===== config.mk =====
export PLATFORM = sky130hd
export DESIGN_NAME = fe_fb_arb
export DESIGN_NICKNAME = d
export VERILOG_FILES = /design/src/rtl/fe_fb_arb_pkg.sv /design/src/rtl/fe_fb_arb_chk.sv /design/src/rtl/fe_fb_tag_tbl.sv /design/src/rtl/fe_fb_arb.sv
export SDC_FILE = /design/constraint.sdc
export NUM_CORES = 1
export LEC_CHECK = 0
export CORE_AREA = 2 2 126 128
export CTS_CLUSTER_SIZE = 30
export DETAILED_ROUTE_END_ITERATION = 16
export DIE_AREA = 0 0 128 130
export DONT_BUFFER_PORTS = 1
export MAX_ROUTING_LAYER = met4
export PLACE_DENSITY = 0.45
export SETUP_SLACK_MARGIN = 0.3
export SYNTH_ARGS = -nofsm -noshare
export SYNTH_HDL_FRONTEND = slang
export SYNTH_SLANG_ARGS = --single-unit

===== constraint.sdc =====
create_clock -name clk -period 5.4 [get_ports clk]
set_input_delay 1.62 -clock clk [delete_from_list [all_inputs] [get_ports clk]]
set_output_delay 1.62 -clock clk [all_outputs]
set_load 0.01 [all_outputs]

===== src/rtl/fe_fb_arb_pkg.sv =====
// Shared types for the front-end fetch-buffer arbiter: tags, owners, request/response and perf structs.
package fe_fb_arb_pkg;

    localparam int FE_FB_NUM_TAGS = 4;
    localparam int FE_FB_ID_W     = 4;

    typedef logic [$clog2(FE_FB_NUM_TAGS)-1:0] t_fe_fb_tag;

    typedef enum logic {
        FB_OWN_DMD = 1'b0,
        FB_OWN_PF  = 1'b1
    } t_fe_fb_owner;

    typedef struct packed {
        logic                  valid;
        logic [31:0]           addr;
        logic [FE_FB_ID_W-1:0] id;
    } t_fe_fb_req;

    typedef struct packed {
        logic                  valid;
        logic [31:0]           instr;
        logic [31:0]           pc;
        logic [FE_FB_ID_W-1:0] id;
    } t_fb_fe_rsp;

    typedef struct packed {
        logic [31:0] dmd_grants;
        logic [31:0] pf_grants;
        logic [31:0] stale_drops;
        logic [31:0] full_stall_cycles;
    } t_fe_fb_arb_perf;

    function automatic logic [31:0] sat_inc32(input logic [31:0] v);
        return (v == 32'hFFFF_FFFF) ? v : v + 32'd1;
    endfunction

endpackage


===== src/rtl/fe_fb_arb_chk.sv =====
// Protocol checker for fe_fb_arb: single grant per cycle, and no responses to unallocated tags
// once the post-reset window (responses to pre-reset tags may still arrive) has elapsed.
module fe_fb_arb_chk #(
    parameter int NUM_TAGS = 4
) (
    input logic clk,
    input logic reset,
    input logic rsp_valid,
    input logic rsp_alloc,
    input logic dmd_gnt,
    input logic pf_gnt
);

    localparam int CW = $clog2(NUM_TAGS + 1);

    logic [CW-1:0] win_cnt_r;

    // Counts cycles since reset release, saturating at NUM_TAGS.
    always_ff @(posedge clk or negedge reset) begin
        if (!reset) begin
            win_cnt_r <= '0;
        end else if (win_cnt_r != CW'(NUM_TAGS)) begin
            win_cnt_r <= win_cnt_r + CW'(1);
        end
    end

    a_rsp_unalloc: assert property (@(posedge clk) disable iff (!reset)
        !(rsp_valid && !rsp_alloc && (win_cnt_r == CW'(NUM_TAGS))));

    a_one_gnt: assert property (@(posedge clk) disable iff (!reset)
        !(dmd_gnt && pf_gnt));

endmodule


===== src/rtl/fe_fb_tag_tbl.sv =====
// Outstanding-request tag table: per-tag {alloc, owner, stale, orig_id}, lowest-free encoder,
// alloc/free updates and flush marking of in-flight tags as stale.
module fe_fb_tag_tbl
    import fe_fb_arb_pkg::*;
#(
    parameter int NUM_TAGS = FE_FB_NUM_TAGS,
    parameter int TAG_W    = $clog2(NUM_TAGS)
) (
    input  logic                  clk,
    input  logic                  reset,
    input  logic                  flush,
    input  logic                  alloc_en,
    input  t_fe_fb_owner          alloc_owner,
    input  logic [FE_FB_ID_W-1:0] alloc_orig_id,
    input  logic                  free_en,
    input  logic [TAG_W-1:0]      lk_tag,
    output logic                  free_avail,
    output logic [TAG_W-1:0]      free_tag,
    output logic                  lk_alloc,
    output logic                  lk_stale,
    output t_fe_fb_owner          lk_owner,
    output logic [FE_FB_ID_W-1:0] lk_orig_id,
    output logic                  busy
);

    logic [NUM_TAGS-1:0]   alloc_r;
    logic [NUM_TAGS-1:0]   stale_r;
    logic [NUM_TAGS-1:0]   owner_r;
    logic [FE_FB_ID_W-1:0] orig_id_r [NUM_TAGS];
    logic [NUM_TAGS-1:0]   alloc_nx_s;
    logic [NUM_TAGS-1:0]   stale_nx_s;

    // Lowest-index free tag; scanning downward lets the lowest index win.
    always_comb begin
        free_avail = 1'b0;
        free_tag   = '0;
        for (int i = NUM_TAGS - 1; i >= 0; i--) begin
            if (!alloc_r[i]) begin
                free_avail = 1'b1;
                free_tag   = TAG_W'(i);
            end else begin
                free_avail = free_avail;
            end
        end
    end

    // Next-state of alloc/stale: flush marks, then free, then allocation wins on the same entry.
    always_comb begin
        alloc_nx_s = alloc_r;
        stale_nx_s = stale_r;
        if (flush) begin
            stale_nx_s = stale_r | alloc_r;
        end else begin
            stale_nx_s = stale_r;
        end
        if (free_en) begin
            alloc_nx_s[lk_tag] = 1'b0;
        end else begin
            alloc_nx_s = alloc_nx_s;
        end
        if (alloc_en) begin
            alloc_nx_s[free_tag] = 1'b1;
            stale_nx_s[free_tag] = 1'b0;
        end else begin
            alloc_nx_s = alloc_nx_s;
        end
    end

    // Table storage.
    always_ff @(posedge clk or negedge reset) begin
        if (!reset) begin
            alloc_r <= '0;
            stale_r <= '0;
            owner_r <= '0;
            for (int i = 0; i < NUM_TAGS; i++) begin
                orig_id_r[i] <= '0;
            end
        end else begin
            alloc_r <= alloc_nx_s;
            stale_r <= stale_nx_s;
            if (alloc_en) begin
                owner_r[free_tag]   <= alloc_owner;
                orig_id_r[free_tag] <= alloc_orig_id;
            end
        end
    end

    assign lk_alloc   = alloc_r[lk_tag];
    assign lk_stale   = stale_r[lk_tag];
    assign lk_owner   = t_fe_fb_owner'(owner_r[lk_tag]);
    assign lk_orig_id = orig_id_r[lk_tag];
    assign busy       = |alloc_r;

endmodule


===== src/rtl/fe_fb_arb.sv =====
// Demand/prefetch arbiter for the fetch-buffer port with tag-based response routing and flush squash.
// Optional FE_FB_ARB_PERF_EN adds saturating perf counters on a perf_cnt port.
module fe_fb_arb
    import fe_fb_arb_pkg::*;
#(
    parameter int NUM_TAGS   = FE_FB_NUM_TAGS,
    parameter int STARVE_MAX = 4
) (
    input  logic            clk,
    input  logic            reset,
    input  logic            flush,
    input  t_fe_fb_req      dmd_req_nnn,
    output logic            dmd_gnt_nnn,
    input  t_fe_fb_req      pf_req_nnn,
    output logic            pf_gnt_nnn,
    output t_fe_fb_req      arb_fb_req_nnn,
    input  logic            fb_rdy_nnn,
    input  t_fb_fe_rsp      fb_arb_rsp_nnn,
    output t_fb_fe_rsp      dmd_rsp_nnn,
    output t_fb_fe_rsp      pf_rsp_nnn,
    output logic            busy
`ifdef FE_FB_ARB_PERF_EN
    ,
    output t_fe_fb_arb_perf perf_cnt
`endif
);

    localparam int TAG_W = $clog2(NUM_TAGS);
    localparam int CNT_W = $clog2(STARVE_MAX + 1);

    logic                  free_avail_s;
    logic [TAG_W-1:0]      free_tag_s;
    logic                  can_grant_s;
    logic                  pf_pri_s;
    logic                  dmd_gnt_s;
    logic                  pf_gnt_s;
    logic [TAG_W-1:0]      lk_tag_s;
    logic                  tag_ok_s;
    logic                  lk_alloc_s;
    logic                  lk_stale_s;
    t_fe_fb_owner          lk_owner_s;
    logic [FE_FB_ID_W-1:0] lk_orig_id_s;
    logic                  deliver_s;
    logic                  free_en_s;
    logic [CNT_W-1:0]      starve_cnt_r;

    // Ids with bits above the tag width can never match an entry; treat them as unallocated.
    assign lk_tag_s  = fb_arb_rsp_nnn.id[TAG_W-1:0];
    assign tag_ok_s  = (fb_arb_rsp_nnn.id >> TAG_W) == '0;
    assign free_en_s = fb_arb_rsp_nnn.valid & tag_ok_s;

    fe_fb_tag_tbl #(
        .NUM_TAGS (NUM_TAGS),
        .TAG_W    (TAG_W)
    ) u_tag_tbl (
        .clk           (clk),
        .reset         (reset),
        .flush         (flush),
        .alloc_en      (dmd_gnt_s | pf_gnt_s),
        .alloc_owner   (pf_gnt_s ? FB_OWN_PF : FB_OWN_DMD),
        .alloc_orig_id (pf_gnt_s ? pf_req_nnn.id : dmd_req_nnn.id),
        .free_en       (free_en_s),
        .lk_tag        (lk_tag_s),
        .free_avail    (free_avail_s),
        .free_tag      (free_tag_s),
        .lk_alloc      (lk_alloc_s),
        .lk_stale      (lk_stale_s),
        .lk_owner      (lk_owner_s),
        .lk_orig_id    (lk_orig_id_s),
        .busy          (busy)
    );

    // Reset gating keeps grants low while the parent holds the block in reset.
    assign can_grant_s = reset & fb_rdy_nnn & ~flush & free_avail_s;
    assign pf_pri_s    = (starve_cnt_r == CNT_W'(STARVE_MAX)) & pf_req_nnn.valid;

    // Grant selection: demand first unless prefetch has been starved.
    always_comb begin
        dmd_gnt_s = 1'b0;
        pf_gnt_s  = 1'b0;
        if (can_grant_s && pf_pri_s) begin
            pf_gnt_s = 1'b1;
        end else if (can_grant_s && dmd_req_nnn.valid) begin
            dmd_gnt_s = 1'b1;
        end else if (can_grant_s && pf_req_nnn.valid) begin
            pf_gnt_s = 1'b1;
        end else begin
            dmd_gnt_s = 1'b0;
        end
    end

    // Outgoing fetch-buffer request carries the allocated tag as its id.
    always_comb begin
        arb_fb_req_nnn = '0;
        if (dmd_gnt_s) begin
            arb_fb_req_nnn.valid = 1'b1;
            arb_fb_req_nnn.addr  = dmd_req_nnn.addr;
            arb_fb_req_nnn.id    = FE_FB_ID_W'(free_tag_s);
        end else if (pf_gnt_s) begin
            arb_fb_req_nnn.valid = 1'b1;
            arb_fb_req_nnn.addr  = pf_req_nnn.addr;
            arb_fb_req_nnn.id    = FE_FB_ID_W'(free_tag_s);
        end else begin
            arb_fb_req_nnn = '0;
        end
    end

    assign dmd_gnt_nnn = dmd_gnt_s;
    assign pf_gnt_nnn  = pf_gnt_s;
    assign deliver_s   = free_en_s & lk_alloc_s & ~lk_stale_s & ~flush;

    // Route a live response to its owner with the requester's original id restored.
    always_comb begin
        dmd_rsp_nnn = '0;
        pf_rsp_nnn  = '0;
        if (deliver_s && (lk_owner_s == FB_OWN_PF)) begin
            pf_rsp_nnn.valid = 1'b1;
            pf_rsp_nnn.instr = fb_arb_rsp_nnn.instr;
            pf_rsp_nnn.pc    = fb_arb_rsp_nnn.pc;
            pf_rsp_nnn.id    = lk_orig_id_s;
        end else if (deliver_s) begin
            dmd_rsp_nnn.valid = 1'b1;
            dmd_rsp_nnn.instr = fb_arb_rsp_nnn.instr;
            dmd_rsp_nnn.pc    = fb_arb_rsp_nnn.pc;
            dmd_rsp_nnn.id    = lk_orig_id_s;
        end else begin
            dmd_rsp_nnn = '0;
        end
    end

    // Starvation counter: demand grants made while prefetch waits.
    always_ff @(posedge clk or negedge reset) begin
        if (!reset) begin
            starve_cnt_r <= '0;
        end else if (pf_gnt_s || !pf_req_nnn.valid) begin
            starve_cnt_r <= '0;
        end else if (dmd_gnt_s && (starve_cnt_r != CNT_W'(STARVE_MAX))) begin
            starve_cnt_r <= starve_cnt_r + CNT_W'(1);
        end
    end

    fe_fb_arb_chk #(
        .NUM_TAGS (NUM_TAGS)
    ) u_chk (
        .clk       (clk),
        .reset     (reset),
        .rsp_valid (free_en_s),
        .rsp_alloc (lk_alloc_s),
        .dmd_gnt   (dmd_gnt_s),
        .pf_gnt    (pf_gnt_s)
    );

`ifdef FE_FB_ARB_PERF_EN
    t_fe_fb_arb_perf perf_r;

    // Saturating event counters.
    always_ff @(posedge clk or negedge reset) begin
        if (!reset) begin
            perf_r <= '0;
        end else begin
            if (dmd_gnt_s) perf_r.dmd_grants <= sat_inc32(perf_r.dmd_grants);
            if (pf_gnt_s) perf_r.pf_grants <= sat_inc32(perf_r.pf_grants);
            if (fb_arb_rsp_nnn.valid && !deliver_s) perf_r.stale_drops <= sat_inc32(perf_r.stale_drops);
            if ((dmd_req_nnn.valid || pf_req_nnn.valid) && !free_avail_s)
                perf_r.full_stall_cycles <= sat_inc32(perf_r.full_stall_cycles);
        end
    end

    assign perf_cnt = perf_r;
`endif

endmodule


==> reports/results.txt <==
The area growth from synthesis to layout is 18.5%. The final cell area excluding filler cells is 4570 sq um. In the synthesized netlist the dominant register cell turns out to be sky130_fd_sc_hd__dfrtp_1. The worst setup path is captured at an output pin.

The number of warnings issued by yosys was 0. The tools report the root cell of the clock tree as sky130_fd_sc_hd__clkbuf_16. TritonCTS built the clock tree. Counting every instance in the synthesized netlist gives 458. The cell taking the most area after synthesis is sky130_fd_sc_hd__dfrtp_1. The path class of the tightest hold or removal check is reg2reg. The run gives 0 as the aggregate global routing overflow. Subtracting the final worst setup slack from the clock period gives 4.91 ns. TritonCTS created 5 clock buffers. After detailed routing, the total wire length is 13800 um. The run gives 0 as the number of max-slew violations in the final report. The layout cell share with drive strength beyond 1 came out at 0.329. Yosys attributes the largest share of cell area to sky130_fd_sc_hd__dfrtp_1 (20%), sky130_fd_sc_hd__nor4b_2 (19%), sky130_fd_sc_hd__nor3_1 (9.3%), sky130_fd_sc_hd__a22o_1 (7.3%), sky130_fd_sc_hd__nand2_1 (7.2%). Category of the critical setup timing path: in2out.

The initial cell density of the core is 0.250. The mapped netlist covers 3850 sq um. The most frequent standard cell in the layout excluding fill and tap cells was sky130_fd_sc_hd__buf_4. Measured slew at the worst slew-check pin: 0.797 ns.

Counting flops with a built-in enable in the synthesized netlist gives 0. The maximum clock skew at final layout was 0.00481 ns. The per-cell routed wire length was 20.5 um; the area of placed instances was 4430 sq um.

In this run the remaining antenna-violating nets after routing total 0. Data on the critical path arrives at its endpoint at 3.29 ns. Height of the die: 130 um.

The share of the core filled with cells was 0.296; the clock sink total was 31. The static leakage is 1.45 nW. In the layout the commonest cells are sky130_fd_sc_hd__buf_4 (77), sky130_fd_sc_hd__nand2_1 (74), sky130_fd_sc_hd__nor3_1 (72). The top cell type's share of synthesized area was 0.201; the top-level port count was 325. Across all layers, the routed design uses 3871 vias. The tools report the number of gates resized after CTS as 0.

The tools report the clock tree buffer depth as 2. Across the VDD grid, the largest voltage drop is 140 uV. The multi-input combinational cells in the finished layout cover a total of 2710 sq um.

The horizontal die dimension is 128 um, and the remaining max-slew budget at the tightest pin is 0.462. The via count of the first global-routing pass is 3345. The first global-routing pass estimated 18900 um of wire.

For the worst flop-to-flop path, the logic depth is 3. The run finished with clean final reports. The maximum level of the CTS H-tree is 2. The share of flip-flops with an asynchronous set or reset came out at 1.00. Based on the critical path, the design can be clocked at up to 204 MHz. The repair_antennas step left the layout with diodes totalling 0. In this run the power density over the cells is 221 nW/um^2. The floorplan step defined a core boundary enclosing 15400 sq um.

The logs give 0.793 for the final weighted congestion of routability-driven global placement and 3.37 ns for the register-to-register path setup slack. The synthesized design contains 31 register bits. The floorplan step defined a die boundary enclosing 16600 sq um. The largest net degree at the start of global routing was 62. For this block, the initial DRC count from the detailed router was 249. The final number of hold-violating endpoints was 0; the later-pin clock latency in the skew report was 0.27 ns.

In this run the core area contains 46 standard-cell rows. Hold timing on the final database bottoms out at a slack of 0.488 ns. The startpoint identified for the worst hold timing path is u_tag_tbl.stale_r[3]$_DFF_PN0_. After routing, the total negative slack on setup checks comes to 0 ns. After detailed routing, the number of vias per cell comes to 5.76.

The total power is 0.00101 W, and the number of stages on the worst hold path is 2. The final setup violation count is 0. The final layout contains 628 nets. The average instance in the mapped netlist occupies 8.42 sq um. The startpoint class of the critical path is a primary input. The tools report the global-route usage over all layers as 0.146. The start of the worst register-to-register path is u_tag_tbl.alloc_r[2]$_DFF_PN0_.

For the register area share after synthesis, the log shows 0.201. For the hold buffer count at CTS, the log shows 0. Yosys mapped the design onto 45 distinct sky130hd cell types.

The count of input and output buffers works out to 0. The HPWL after detailed placement is 11000 um. The tools report the worst-case hold path end point as u_tag_tbl.stale_r[3]$_DFF_PN0_. Buffers added to address setup during post-CTS repair amount to 0.

Number of antenna violations at the first check in global routing: 0. The tools report the number of max-cap violations as 0. Setup repair after global routing left no endpoint under its margin.

For this run, design rule violations remaining after detail routing come to 0. The post-route fraction of the period consumed by the critical path was 0.910; the largest fanout on the critical path was 30. The first detailed-routing pass ran for 4 iterations. At the worst endpoint, the required time is 3.78 ns. The clock input transition at the sequential cells of the worst setup and hold paths works out to 0.05 ns. Destination of the worst register-to-register timing path: u_tag_tbl.orig_id_r[12]$_DFFE_PN0P_. The layout has 1644 filler cells. Registers take 776 sq um.
==> stage by stage <==
| stage | setup WS, ns | instances |
|---|---|---|
| 2_1_floorplan | 0.790 | 459 |
| 3_3_place_gp | 0.570 | 664 |
| 3_5_place_dp | 0.515 | 664 |
| 4_1_cts | 0.513 | 672 |
| 5_1_grt | 0.441 | 672 |
| 6_report | 0.487 | 672 |
==> report_power, final <==
part	internal [W]	leakage (nW)	switching, W
clock network	0.000170	0.0679	0.0000929
logic	0.000148	1.01	0.000215
registers	0.000313	0.375	0.0000720
total	0.000631	1.45	0.000380
==> flip-flops by register name, indices dropped and copies added, names as in the netlist <==
name / flops
starve_cnt_r: 3
u_tag_tbl.alloc_r: 4
u_tag_tbl.orig_id_r: 16
u_tag_tbl.owner_r: 4
u_tag_tbl.stale_r: 4
==> cells by family after synthesis <==
kind of cell | after synthesis | share of synthesized area
muxes | 10 | 0.0467
buffers and inverters | 76 | 0.100
adders and majority gates | 2 | 0.00649
other | 1 | 0.000973
AOI/OAI and AO/OA | 88 | 0.173
DFF | 31 | 0.201
and+or+nand+nor | 250 | 0.472
==> worst max-delay path by stage <==
stage	from	depth (start not counted)	to	slack, ns
floorplan	fb_arb_rsp_nnn[0]	5	dmd_rsp_nnn[18]	0.79
global placement	fb_arb_rsp_nnn[0]	4	dmd_rsp_nnn[9]	0.57
detailed placement	fb_arb_rsp_nnn[0]	4	dmd_rsp_nnn[14]	0.51
CTS	fb_arb_rsp_nnn[0]	4	dmd_rsp_nnn[14]	0.51
global route	fb_arb_rsp_nnn[0]	4	dmd_rsp_nnn[35]	0.44
finish	fb_arb_rsp_nnn[0]	4	dmd_rsp_nnn[12]	0.49
==> metal layers <==
layer | up-vias | global-route usage | share of wire | wire (um)
met2 | 216 | 0.264 | 0.52 | 7200
met3 | 10 | 0.0193 | 0.069 | 947
met1 | 1851 | 0.177 | 0.40 | 5510
met4 | 0 | 0.0278 | 0.0089 | 123
li1 | 1794 | - | - | -
met5 | - | - | 0 | 0
==> critical path, cell delays in order <==
cell	delay (ns)
sky130_fd_sc_hd__mux4_4	0.78
sky130_fd_sc_hd__buf_4	0.30
sky130_fd_sc_hd__nor4b_1	0.38
sky130_fd_sc_hd__buf_4	0.19
==> final cells by class <==
type                    count  share of cell area
clock buffers               7              0.0290
well taps                 192              0.0526
multi-input cells         352               0.593
repair buffers             82               0.148
flip-flops and latches     31               0.170
clock inverters             1             0.00110
inverters                   7             0.00575
==> synth_stat cells (2+ instances only) <==
master,n
sky130_fd_sc_hd__o41ai_2,3
sky130_fd_sc_hd__a22o_1,32
sky130_fd_sc_hd__mux2_2,4
sky130_fd_sc_hd__buf_1,5
sky130_fd_sc_hd__a21oi_1,4
sky130_fd_sc_hd__nor4b_2,50
sky130_fd_sc_hd__buf_2,22
sky130_fd_sc_hd__buf_6,6
sky130_fd_sc_hd__dfrtp_1,31
sky130_fd_sc_hd__buf_4,7
sky130_fd_sc_hd__inv_1,6
sky130_fd_sc_hd__o21ai_0,6
sky130_fd_sc_hd__nand2b_1,5
sky130_fd_sc_hd__and4_1,2
sky130_fd_sc_hd__a31oi_1,33
sky130_fd_sc_hd__nor2_1,3
sky130_fd_sc_hd__nand3b_1,3
sky130_fd_sc_hd__or4_1,3
sky130_fd_sc_hd__or4_4,2
sky130_fd_sc_hd__ha_1,2
sky130_fd_sc_hd__clkbuf_1,28
sky130_fd_sc_hd__nor2b_1,3
sky130_fd_sc_hd__nor3_1,72
sky130_fd_sc_hd__nand3_1,2
sky130_fd_sc_hd__nand2_1,74
sky130_fd_sc_hd__nor3b_1,3
sky130_fd_sc_hd__nand4_1,4
sky130_fd_sc_hd__mux4_2,6
sky130_fd_sc_hd__nor4b_1,18
sky130_fd_sc_hd__a21o_1,3
sky130_fd_sc_hd__and3_1,2
(Power assumes the default switching activity.)
